<file path="config.mk">
export PLATFORM = sky130hd
export DESIGN_NAME = if_id_skid_register
export DESIGN_NICKNAME = d
export VERILOG_FILES = /design/src/rtl/if_id_skid_register.sv
export SDC_FILE = /design/constraint.sdc
export NUM_CORES = 1
export LEC_CHECK = 0
export ABC_AREA = 1
export BUFFER_PORTS_ARGS = -buffer_cell sky130_fd_sc_hd__buf_2
export CAP_MARGIN = 10
export CORE_MARGIN = 8
export CORE_UTILIZATION = 30
export CTS_CLUSTER_SIZE = 40
export DETAILED_ROUTE_END_ITERATION = 6
export PLACE_DENSITY_LB_ADDON = 0.3
export SLEW_MARGIN = 20
export SYNTH_ARGS = -nofsm -noshare
export SYNTH_HDL_FRONTEND = slang
export SYNTH_SLANG_ARGS = --single-unit
</file>
<file path="constraint.sdc">
create_clock -name Clock -period 1.9 [get_ports Clock]
set_clock_uncertainty 0.15 [all_clocks]
set_input_delay 0.19 -clock Clock [delete_from_list [all_inputs] [get_ports Clock]]
set_output_delay 0.19 -clock Clock [all_outputs]
set_load 0.03 [all_outputs]
</file>
<file path="src/rtl/if_id_skid_register.sv">
`default_nettype none
//============================================================================
// Module   : if_id_skid_register
// Purpose  : Fetch/decode boundary register with a 1-entry skid slot and
//            flush. Optional StallCount output under IF_ID_STALL_COUNT_EN.
// Revision : 1.0 - initial release
//============================================================================
module if_id_skid_register #(
    parameter int                    DATA_WIDTH   = 32,
    parameter logic [DATA_WIDTH-1:0] NOP_INSTR    = '0,
    parameter int                    PC_INCREMENT = 4
) (
    input  logic                  Clock,
    input  logic                  Reset,
    input  logic [DATA_WIDTH-1:0] InPC,
    input  logic [DATA_WIDTH-1:0] InInstruction,
    input  logic                  InValid,
    output logic                  FetchReady,
    input  logic                  Stall,
    input  logic                  Flush,
    output logic [DATA_WIDTH-1:0] OutPC,
    output logic [DATA_WIDTH-1:0] OutPCPlus4,
    output logic [DATA_WIDTH-1:0] OutInstruction,
    output logic                  OutValid
`ifdef IF_ID_STALL_COUNT_EN
    ,
    output logic [15:0]           StallCount
`endif
);

    localparam logic [DATA_WIDTH-1:0] c_pc_inc = DATA_WIDTH'(PC_INCREMENT);

    logic [DATA_WIDTH-1:0] r_main_pc, r_main_pc4, r_main_instr;
    logic                  r_main_valid;
    logic [DATA_WIDTH-1:0] r_skid_pc, r_skid_pc4, r_skid_instr;
    logic                  r_skid_valid;

    logic                  w_accept;
    logic                  w_main_advance;
    logic [DATA_WIDTH-1:0] w_in_pc4;

    // Ready depends only on registered state so the PC enable has no
    // combinational path from the hazard unit.
    assign FetchReady     = !r_skid_valid;
    assign w_accept       = InValid && FetchReady;
    assign w_main_advance = !Stall || !r_main_valid;
    assign w_in_pc4       = InPC + c_pc_inc;

    always_ff @(posedge Clock) begin
        if (Reset) begin
            r_main_pc    <= '0;
            r_main_pc4   <= '0;
            r_main_instr <= NOP_INSTR;
            r_main_valid <= 1'b0;
            r_skid_pc    <= '0;
            r_skid_pc4   <= '0;
            r_skid_instr <= NOP_INSTR;
            r_skid_valid <= 1'b0;
        end else if (Flush) begin
            r_main_instr <= NOP_INSTR;
            r_main_valid <= 1'b0;
            r_skid_valid <= 1'b0;
        end else if (w_main_advance) begin
            // The skid entry is always older than anything on the input.
            if (r_skid_valid) begin
                r_main_pc    <= r_skid_pc;
                r_main_pc4   <= r_skid_pc4;
                r_main_instr <= r_skid_instr;
                r_main_valid <= 1'b1;
                r_skid_valid <= 1'b0;
            end else if (w_accept) begin
                r_main_pc    <= InPC;
                r_main_pc4   <= w_in_pc4;
                r_main_instr <= InInstruction;
                r_main_valid <= 1'b1;
            end else begin
                r_main_instr <= NOP_INSTR;
                r_main_valid <= 1'b0;
            end
        end else if (w_accept) begin
            r_skid_pc    <= InPC;
            r_skid_pc4   <= w_in_pc4;
            r_skid_instr <= InInstruction;
            r_skid_valid <= 1'b1;
        end
    end

    assign OutPC          = r_main_pc;
    assign OutPCPlus4     = r_main_pc4;
    assign OutInstruction = r_main_instr;
    assign OutValid       = r_main_valid;

`ifdef IF_ID_STALL_COUNT_EN
    logic [15:0] r_stall_count;

    always_ff @(posedge Clock) begin
        if (Reset) begin
            r_stall_count <= '0;
        end else if (Stall && r_main_valid && !Flush && (r_stall_count != 16'hFFFF)) begin
            r_stall_count <= r_stall_count + 16'd1;
        end
    end

    assign StallCount = r_stall_count;
`endif

endmodule
`default_nettype wire

</file>
==> flow_metrics.env <==
export IMPL_status="complete, no violations"
export IMPL_crit_chain="inv_2 > buf_12 > buf_2"
export IMPL_power_per_cell_area_mw_per_mm2=842.5
export IMPL_via_per_inst=4.847
export IMPL_grt_pass1_vias=7593
export IMPL_clk_pin_slew_ps=70
export IMPL_arrival_ps=1500
export IMPL_ys_seq_area_frac=0.4670
export IMPL_post_route_min_period_ps=1837
export IMPL_hold_ws_ps=23.26
export IMPL_synthesis_nets=1201
export IMPL_p_sw_w=0.002537
export IMPL_drtAntennaViolNets=0
export IMPL_synth_area_mm2=0.008145
export IMPL_avgSynthCellArea_um2=7.202
export IMPL_clkPwrFrac=0.400
export IMPL_die_h_um=180.8
export IMPL_hold_viol=0
export IMPL_yosysMostFrequentCell="nand2_1"
export IMPL_p_leak_nw=4.835
export IMPL_synth_area_top_cells="dfxtp_1, o21ai_0, nand2_1"
export IMPL_setup_viol=0
export IMPL_dp_hpwl_um=17220
export IMPL_rows=60
export IMPL_drc=0
export IMPL_ioPinCount=167
export IMPL_fin_crit_sh=0.9670
export IMPL_power_internal_w=0.006389
export IMPL_overflow=0
export IMPL_drt_pass1_iterations=5
export IMPL_cp_required_ps=1560
export IMPL_clockBufferDepth=2
export IMPL_grt_max_degree=67
export IMPL_start_kind="register"
export IMPL_layout_drive_gt1_share=0.1909
export IMPL_p_comb_frac=0.130
export IMPL_htreeDepth=4
export IMPL_syn_to_final_growth_pct=30.08
export IMPL_tightest_slew_ps=590.4
export IMPL_die_area_mm2=0.03268
export IMPL_start_util=0.3039
export IMPL_routabilityCongestion=0.8607
export IMPL_max_cap_violations=0
export IMPL_path_class="register to output pin"
export IMPL_max_freq_ghz=0.5443
export IMPL_routed_wire_length_per_instance_um=15.66
export IMPL_ys_top_cells_by_count="nand2_1, dfxtp_1, o21ai_0"
export IMPL_drt_iter0_markers=478
export IMPL_antenna_found_initial=0
export IMPL_peakVddDrop_mv=0.5788
export IMPL_tns_ps=0
export IMPL_slowest_stage="dfxtp_4"
export IMPL_portBuffers=166
export IMPL_end_kind="output pin"
export IMPL_drt_total_wl_um=26260
export IMPL_antenna_cells=0
export IMPL_synth_edff_count=0
export IMPL_cts_root_buf="clkbuf_16"
export IMPL_hp_class="primary input to register"
export IMPL_critPathMaxFanout=30
export IMPL_grtUsageTotal=0.1566
export IMPL_synthDistinctLibCells=26
export IMPL_vias=8128
export IMPL_yosys_most_used_dff="dfxtp_1"
export IMPL_slowest_delay_ps=410
export IMPL_seqPwrFrac=0.470
export IMPL_die_w_um=180.8
export IMPL_yosys_area_top_type_share=0.4670
export IMPL_tritoncts="done"
export IMPL_max_slew_margin=0.6064
export IMPL_grt_pass1_wl_um=41780
export IMPL_cts_buffers=17
export IMPL_clkLatencyLatePin_ps=430
export IMPL_slew_violations=0
export IMPL_async_reset_ff_frac=0
export IMPL_synth_top_area_cell="dfxtp_1"
export IMPL_synth_warning_count=0
export IMPL_rsz0062_at_grt="no"
export IMPL_p_sw_frac=0.2843
export IMPL_core_area_mm2=0.02680
export IMPL_layout_nets=1393
export IMPL_clock_sinks=190
export IMPL_synthCells=1131
export IMPL_ys_ff_latch=190
[cell usage in the layout, fill, tap and decap left out, drive strengths merged]
cell | netlist | final
o211a | 1 | 1
clkinv | 0 | 9
a31oi | 64 | 64
a21o | 1 | 1
dlymetal6s4s | 0 | 1
a21oi | 91 | 91
nand3 | 15 | 15
bufinv | 0 | 1
nor2 | 167 | 167
buf | 35 | 189
clkbuf | 46 | 19
dfxtp | 190 | 190
clkinvlp | 0 | 1
ha | 1 | 1
nand2 | 242 | 242
and2 | 3 | 3
dlygate4sd3 | 0 | 63
inv | 71 | 74
xor2 | 15 | 15
o21ai | 187 | 187
nor3 | 2 | 2
[metrics by stage]
| stage | instance area [um^2] | setup slack [ps] | total power (W) | std cells | utilization |
|---|---|---|---|---|---|
| after floorplan | 8145 | 254.3 | 0.004927 | 1131 | - |
| after global placement | 9296 | 207.3 | 0.005340 | 1578 | 0.3469 |
| after detailed placement | 9296 | 197.2 | 0.005342 | 1578 | 0.3469 |
| after CTS | 10520 | 10.34 | 0.009030 | 1674 | 0.3927 |
| after global routing | 10600 | 12.73 | 0.009320 | 1677 | 0.3953 |
| final | 10600 | 62.75 | 0.008927 | 1677 | 0.3953 |
[timing repair]
| item | in CTS | in global routing |
|---|---|---|
| hold buffers | 64 | 0 |
| gates resized for setup | 0 | 10 |
| setup buffers | 0 | 2 |
| endpoints found under the hold margin | 129 | 0 |
| setup endpoints to repair | 0 | 14 |
[critical path: cells and delay by family (launching register included)]
kind	cells	cell delay, ps
buffers and inverters	3	610
DFF	1	410
[routing by layer]
metal / track usage / wire length [um]
met5: 0 / 0
met4: 0.04034 / 410
met3: 0.03811 / 1548
met2: 0.2578 / 12270
met1: 0.2021 / 12030
[state kept, by name, summed over array words and instances, names as in the netlist]
name,flops
r_skid_valid,1
r_skid_instr,32
r_skid_pc4,30
r_skid_pc,32
OutInstruction,32
OutValid,1
OutPC,32
OutPCPlus4,30
[area by class of cell]
cell class / instances / area, um^2
clock buffers: 18 / 429.2
clock inverters: 14 / 157.7
fillers: 2776 / 16210
inverters: 71 / 269.0
multi-input cells: 789 / 3740
flip-flops and latches: 190 / 3807
well taps: 341 / 426.7
repair buffers: 254 / 1765
[power by group through the flow]
| stage | Sequential, W | Clock (W) | Combinational (W) |
|---|---|---|---|
| detailed placement | 0.00429 | 0 | 0.00106 |
| floorplan | 0.00450 | 0 | 0.000423 |
| CTS | 0.00420 | 0.00367 | 0.00116 |
| global route | 0.00421 | 0.00384 | 0.00127 |
| global placement | 0.00429 | 0 | 0.00105 |
| finish | 0.00420 | 0.00357 | 0.00116 |
[cells by family (layout without fill, tap and decap cells)]
| kind of cell | Yosys count | in the layout | synth area share |
|---|---|---|---|
| and+or+nand+nor | 429 | 429 | 0.2132 |
| adders and majority gates | 1 | 1 | 0.001536 |
| buffers and inverters | 152 | 357 | 0.07727 |
| DFF | 190 | 190 | 0.4670 |
| AOI/OAI and AO/OA | 344 | 344 | 0.2230 |
| xor gates and xnor gates | 15 | 15 | 0.01797 |
[final timing paths]
check	start	endpoint	slack, ps	cells past startpoint
setup / recovery	r_skid_valid$_SDFFE_PP0N_	FetchReady	60	3
hold / removal	InPC[3]	r_skid_pc[3]$_SDFFE_PP0P_	20	4
hold reg to reg	r_skid_pc4[2]$_SDFFE_PP0P_	r_skid_pc4[2]$_SDFFE_PP0P_	320	2
setup reg to reg	r_skid_valid$_SDFFE_PP0N_	OutPCPlus4[2]$_SDFFE_PP0P_	220	7
No activity file was read; power rests on OpenSTA's default activity.
